--- src/rtl/hazard_scoreboard.sv ---
// rtl/hazard_scoreboard.sv - parametrised stall/forward unit with MD busy tracking
module hazard_scoreboard #(
  parameter int NSTAGE  = 3,
  parameter int TW      = 2,
  parameter int CW      = 4,
  parameter int MUL_LAT = 5,
  parameter int DIV_LAT = 10,
  parameter int SW      = $clog2(NSTAGE + 1)
) (
  input  logic          clk,
  input  logic          reset_n,
  input  logic          d_valid,
  input  logic [4:0]    d_rs,
  input  logic [4:0]    d_rt,
  input  logic [TW-1:0] d_tuse_rs,
  input  logic [TW-1:0] d_tuse_rt,
  input  logic [4:0]    d_wra,
  input  logic [TW-1:0] d_tnew,
  input  logic [1:0]    d_md_op,
  input  logic          flush,
  input  logic [4:0]    e_rs,
  input  logic [4:0]    e_rt,
  output logic          stall,
  output logic [SW-1:0] fwd_rs_d,
  output logic [SW-1:0] fwd_rt_d,
  output logic [SW-1:0] fwd_rs_e,
  output logic [SW-1:0] fwd_rt_e,
  output logic          md_busy
);

  // MD operation classes carried on d_md_op
  localparam logic [1:0] MD_NONE = 2'd0;
  localparam logic [1:0] MD_MUL  = 2'd1;
  localparam logic [1:0] MD_DIV  = 2'd2;

  // Producer records: index 1 is E, index NSTAGE is the last tracked stage
  logic [NSTAGE:1][4:0]    wra_q;
  logic [NSTAGE:1][TW-1:0] tnew_q;
  logic [CW-1:0]           md_cnt;

  logic issue;
  logic stall_data;
  logic stall_md;

  // True when src depends on a producer whose result is still later than the
  // consumer can tolerate; register 0 is never a dependency.
  function automatic logic data_hit(
    input logic [4:0]              src,
    input logic [TW-1:0]           tuse,
    input logic [NSTAGE:1][4:0]    wra,
    input logic [NSTAGE:1][TW-1:0] tnew
  );
    logic h;
    h = 1'b0;
    for (int s = 1; s <= NSTAGE; s++) begin
      if ((src != 5'd0) && (src == wra[s]) && (tnew[s] > tuse)) begin
        h = 1'b1;
      end
    end
    return h;
  endfunction

  // Nearest matching producer at or beyond stage 'first'. A nearer producer
  // that is not ready shadows any older match, so the select falls back to 0
  // rather than forwarding a stale value.
  function automatic logic [SW-1:0] fwd_pick(
    input logic [4:0]              src,
    input int                      first,
    input logic [NSTAGE:1][4:0]    wra,
    input logic [NSTAGE:1][TW-1:0] tnew
  );
    logic [SW-1:0] sel;
    logic          found;
    sel   = '0;
    found = 1'b0;
    for (int s = 1; s <= NSTAGE; s++) begin
      if ((s >= first) && !found && (src != 5'd0) && (src == wra[s])) begin
        found = 1'b1;
        if (tnew[s] == '0) begin
          sel = SW'(s);
        end
      end
    end
    return sel;
  endfunction

  // Tnew countdown that holds at zero once the result exists
  function automatic logic [TW-1:0] dec_sat(input logic [TW-1:0] t);
    return (t == '0) ? '0 : t - TW'(1);
  endfunction

  // Stall decision from current records, MD counter and D inputs
  always_comb begin
    stall_data = 1'b0;
    stall_md   = 1'b0;
    if (d_valid) begin
      stall_data = data_hit(d_rs, d_tuse_rs, wra_q, tnew_q) |
                   data_hit(d_rt, d_tuse_rt, wra_q, tnew_q);
      stall_md   = (d_md_op != MD_NONE) && (md_cnt != '0);
    end
  end

  assign stall   = stall_data | stall_md;
  assign issue   = d_valid & ~stall & ~flush;
  assign md_busy = (md_cnt != '0);

  // Forward selects: D scans from E onward, E scans from the stage after it
  always_comb begin
    fwd_rs_d = fwd_pick(d_rs, 1, wra_q, tnew_q);
    fwd_rt_d = fwd_pick(d_rt, 1, wra_q, tnew_q);
    fwd_rs_e = fwd_pick(e_rs, 2, wra_q, tnew_q);
    fwd_rt_e = fwd_pick(e_rt, 2, wra_q, tnew_q);
  end

  // Producer record shift: bubble on stall/flush, age Tnew as records advance
  always_ff @(posedge clk or negedge reset_n) begin
    if (!reset_n) begin
      wra_q  <= '0;
      tnew_q <= '0;
    end else begin
      wra_q[1]  <= issue ? d_wra  : 5'd0;
      tnew_q[1] <= issue ? d_tnew : '0;
      for (int s = 2; s <= NSTAGE; s++) begin
        wra_q[s]  <= wra_q[s-1];
        tnew_q[s] <= dec_sat(tnew_q[s-1]);
      end
    end
  end

  // MD busy counter: a new mult/div load wins over the running countdown
  always_ff @(posedge clk or negedge reset_n) begin
    if (!reset_n) begin
      md_cnt <= '0;
    end else if (issue && (d_md_op == MD_MUL)) begin
      md_cnt <= CW'(MUL_LAT);
    end else if (issue && (d_md_op == MD_DIV)) begin
      md_cnt <= CW'(DIV_LAT);
    end else if (md_cnt != '0) begin
      md_cnt <= md_cnt - CW'(1);
    end
  end

endmodule

--- config.mk ---
export PLATFORM = sky130hd
export DESIGN_NAME = hazard_scoreboard
export DESIGN_NICKNAME = d
export VERILOG_FILES = /design/src/rtl/hazard_scoreboard.sv
export SDC_FILE = /design/constraint.sdc
export NUM_CORES = 1
export LEC_CHECK = 0
export ABC_CLOCK_PERIOD_IN_PS = 3550
export CORE_MARGIN = 3
export CORE_UTILIZATION = 50
export CTS_CLUSTER_DIAMETER = 200
export DETAILED_ROUTE_END_ITERATION = 10
export PLACE_DENSITY = 0.78
export SLEW_MARGIN = 10
export SYNTH_ARGS = -nofsm -noshare
export SYNTH_HDL_FRONTEND = slang
export SYNTH_SLANG_ARGS = --single-unit
export TNS_END_PERCENT = 5
--- constraint.sdc ---
create_clock -name clk -period 3.55 [get_ports clk]
set_input_delay 0.8875 -clock clk [delete_from_list [all_inputs] [get_ports clk]]
set_output_delay 0.8875 -clock clk [all_outputs]
set_load 0.005 [all_outputs]
==> impl_metrics.toml <==
[status]
status = "complete, but fails checks"
failed_checks = "setup timing"

[detailed_routing]
wl_met1_um = 2235
wirelength_um = 4948
post_drt_wl_per_cell_um = 15.22
wl_met3_um = 185
ant_nets = 0
drt-vias-per-instance = 5.265
dr.pass1.iters = 4
highest_layer = "met4"
vias = 1711
drt-initial-drc-count = 67
dr_wl_met2_um = 2491
drc = 0

[sta]
fmax_mhz = 281.2
hold_viol = 0
period_share_pct = 100.2
fin_hold_ws_ns = 0.4522
fin_skew_ns = 0.002047
period_needed_ns = 3.557
slew_headroom_pct = 68.26
rsz0062_at_grt = "true"
setup_slack_ns = -0.006711
slew_viol_final = 0
worst_pin_slew_ns = 0.4751
setup_violations = 1

[clock_network]
cts_max_path_buffers = 2
cts.clk_slew.worst_paths_ns = 0.09
cts_sinks = 25
clkLatencyLatePin_ns = 0.27
cts-root-buf = "clkbuf_8"
cts_tree = "yes"
h-tree-depth = 1
numCtsBuffers = 3

[power_and_ir_drop]
power_density_nw_per_um2 = 311.6
p_total_uw = 888.2
p_leak_nw = 1.249
ir_drop_v = 0.0002661

[final_layout]
nNetsFinal = 329
design_area_um2 = 2850
final_common_cell = "xnor2_1"
layout_common_cells = "xnor2_1 (38), dfrtp_1 (25), clkdlybuf4s50_1 (24), buf_4 (23), dlygate4sd2_1 (16)"
num-fill-cells = 283
diodes = 0
drive_gt1_share_pct = 23.47
final_cells = 325
syn_to_final_growth_pct = 43.63

[critical_path]
r2r_cells = 8
cp.required_ns = 2.66
crit_type = "in -> out"
ff2ff_setup_slack_ns = 1.13
end_kind = "primary output"
startpoint_type = "input pin"
r2r-start = "tnew_q[1]$_DFF_PN0_"
crit_path_end = "stall"
cp.arrival_ns = 2.67
startpoint = "d_rs[4]"
r2r_end = "md_cnt[0]$_DFFE_PN0P_"
crit_fanout = 3

[global_route]
grt_pass1_wl_um = 8473
track_usage_pct = 21.51
antenna_found_initial = 0
grt_max_degree = 26
overflow = 0
first_global_vias = 1740

[synthesis]
synth_top_area_cell = "dfrtp_1"
avgSynthCellArea_um2 = 9.727
post_synth_num_cell_types = 44
syn_nets = 255
ys_seq_area_share_pct = 31.53
ys_ff_latch = 25
synthCells = 204
yosys.area.top_type_share_pct = 31.53
yosysWarnings = 0
ys_top_cells_by_area = "dfrtp_1 (32%), xnor2_1 (18%), ha_1 (8.8%)"
synth_area_um2 = 1984

[die]
rows = 22
fp.coreArea_um2 = 3744
initial_core_util_pct = 53.01
die_area_um2 = 4761
die_h_um = 69
pin_count = 47
die_w_um = 69

[placement]
dp_hpwl_um = 3860
place_inst = 319
gp_congestion = 0.8778
dpl_cell_area_um2 = 2673
io_buffers = 46

[min_path]
hold_class = "reg -> reg"
hold_depth = 0

[job]
drv_cap = 0
Yosys cell counts (all sizes together):
cell type,number
xnor2,40
dfrtp,25
ha,14
inv,12
xor2,12
nand3,10
and2,9
nor2,9
nand2,7
o21ai,7
nor2b,6
nor3,6
or4,5
a21oi,4
a21o,3
nand4,3
nor4,3
o211ai,3
or2,3
or3,3
a2111oi,2
a211o,2
clkbuf,2
nor3b,2
o22ai,2
a21boi,1
a221o,1
buf,1
nand2b,1
nand4bb,1
nor4b,1
o211a,1
o31a,1
o31ai,1
o41ai,1
worst max-delay path, stage by stage:
cell           delay, ns
dlygate4sd2_1       0.26
or4_4               0.58
nor2_4              0.14
or4_4               0.14
o22ai_2             0.07
a211o_1             0.23
o31a_1              0.23
buf_2               0.13
registers in the layout, indices dropped and copies added (netlist names):
| name | count |
|---|---|
| tnew_q | 6 |
| wra_q | 15 |
| md_cnt | 4 |
report_power, final:
| part | switching, mW | internal (mW) | leakage, nW |
|---|---|---|---|
| clock network | 0.0952 | 0.0822 | 0.0261 |
| logic | 0.157 | 0.200 | 0.884 |
| registers | 0.0357 | 0.319 | 0.339 |
| total | 0.287 | 0.601 | 1.25 |
metrics by stage:
step	worst slack, ns	utilization, %	TNS, ns
2_1_floorplan	0.3336	-	0
3_3_place_gp	-0.5691	71.39	-2.406
3_5_place_dp	-0.6005	71.39	-2.641
4_1_cts	-0.01477	74.50	-0.02134
5_1_grt	-0.09343	76.14	-0.4143
6_report	-0.006711	76.14	-0.006711
worst min-delay path by stage:
stage	from	end	slack, ns
floorplan	wra_q[0]$_DFF_PN0_	wra_q[5]$_DFF_PN0_	0.41
global placement	wra_q[2]$_DFF_PN0_	wra_q[7]$_DFF_PN0_	0.43
detailed placement	wra_q[2]$_DFF_PN0_	wra_q[7]$_DFF_PN0_	0.43
CTS	wra_q[2]$_DFF_PN0_	wra_q[7]$_DFF_PN0_	0.46
global route	wra_q[4]$_DFF_PN0_	wra_q[9]$_DFF_PN0_	0.48
finish	wra_q[2]$_DFF_PN0_	wra_q[7]$_DFF_PN0_	0.45
logic make-up after synthesis:
group | after synthesis | synth area share [%]
and+or+nand+nor | 69 | 21.88
buffers and inverters | 15 | 2.900
xor gates and xnor gates | 52 | 22.95
DFF | 25 | 31.53
adders and majority gates | 14 | 8.827
AOI/OAI and AO/OA | 29 | 11.92
what timing repair did:
| action | 4_1_cts | 5_1_grt |
|---|---|---|
| gates resized for setup | 49 | 12 |
| setup buffers | 2 | 0 |
| setup endpoints to repair | 7 | 9 |
| pin swaps | 19 | 3 |
| hold endpoints to repair | 0 | 0 |
| hold buffers | 0 | 0 |
layer usage:
| metal | vias up | GRT usage (%) |
|---|---|---|
| met5 | - | 0 |
| met4 | 0 | 4.121 |
| met3 | 6 | 2.624 |
| met2 | 42 | 36.12 |
| met1 | 808 | 29.85 |
| li1 | 855 | - |
final cells by class:
| type | instances | area, um2 | area share (%) |
|---|---|---|---|
| clock buffers | 3 | 41.29 | 1.449 |
| clock inverters | 1 | 8.758 | 0.3073 |
| inverters | 12 | 45.04 | 1.580 |
| multi-input cells | 164 | 1434 | 50.31 |
| flip-flops and latches | 25 | 625.6 | 21.95 |
| well taps | 48 | 60.06 | 2.107 |
| repair buffers | 72 | 635.6 | 22.30 |
Note: power is estimated with default switching activity, not from simulation.
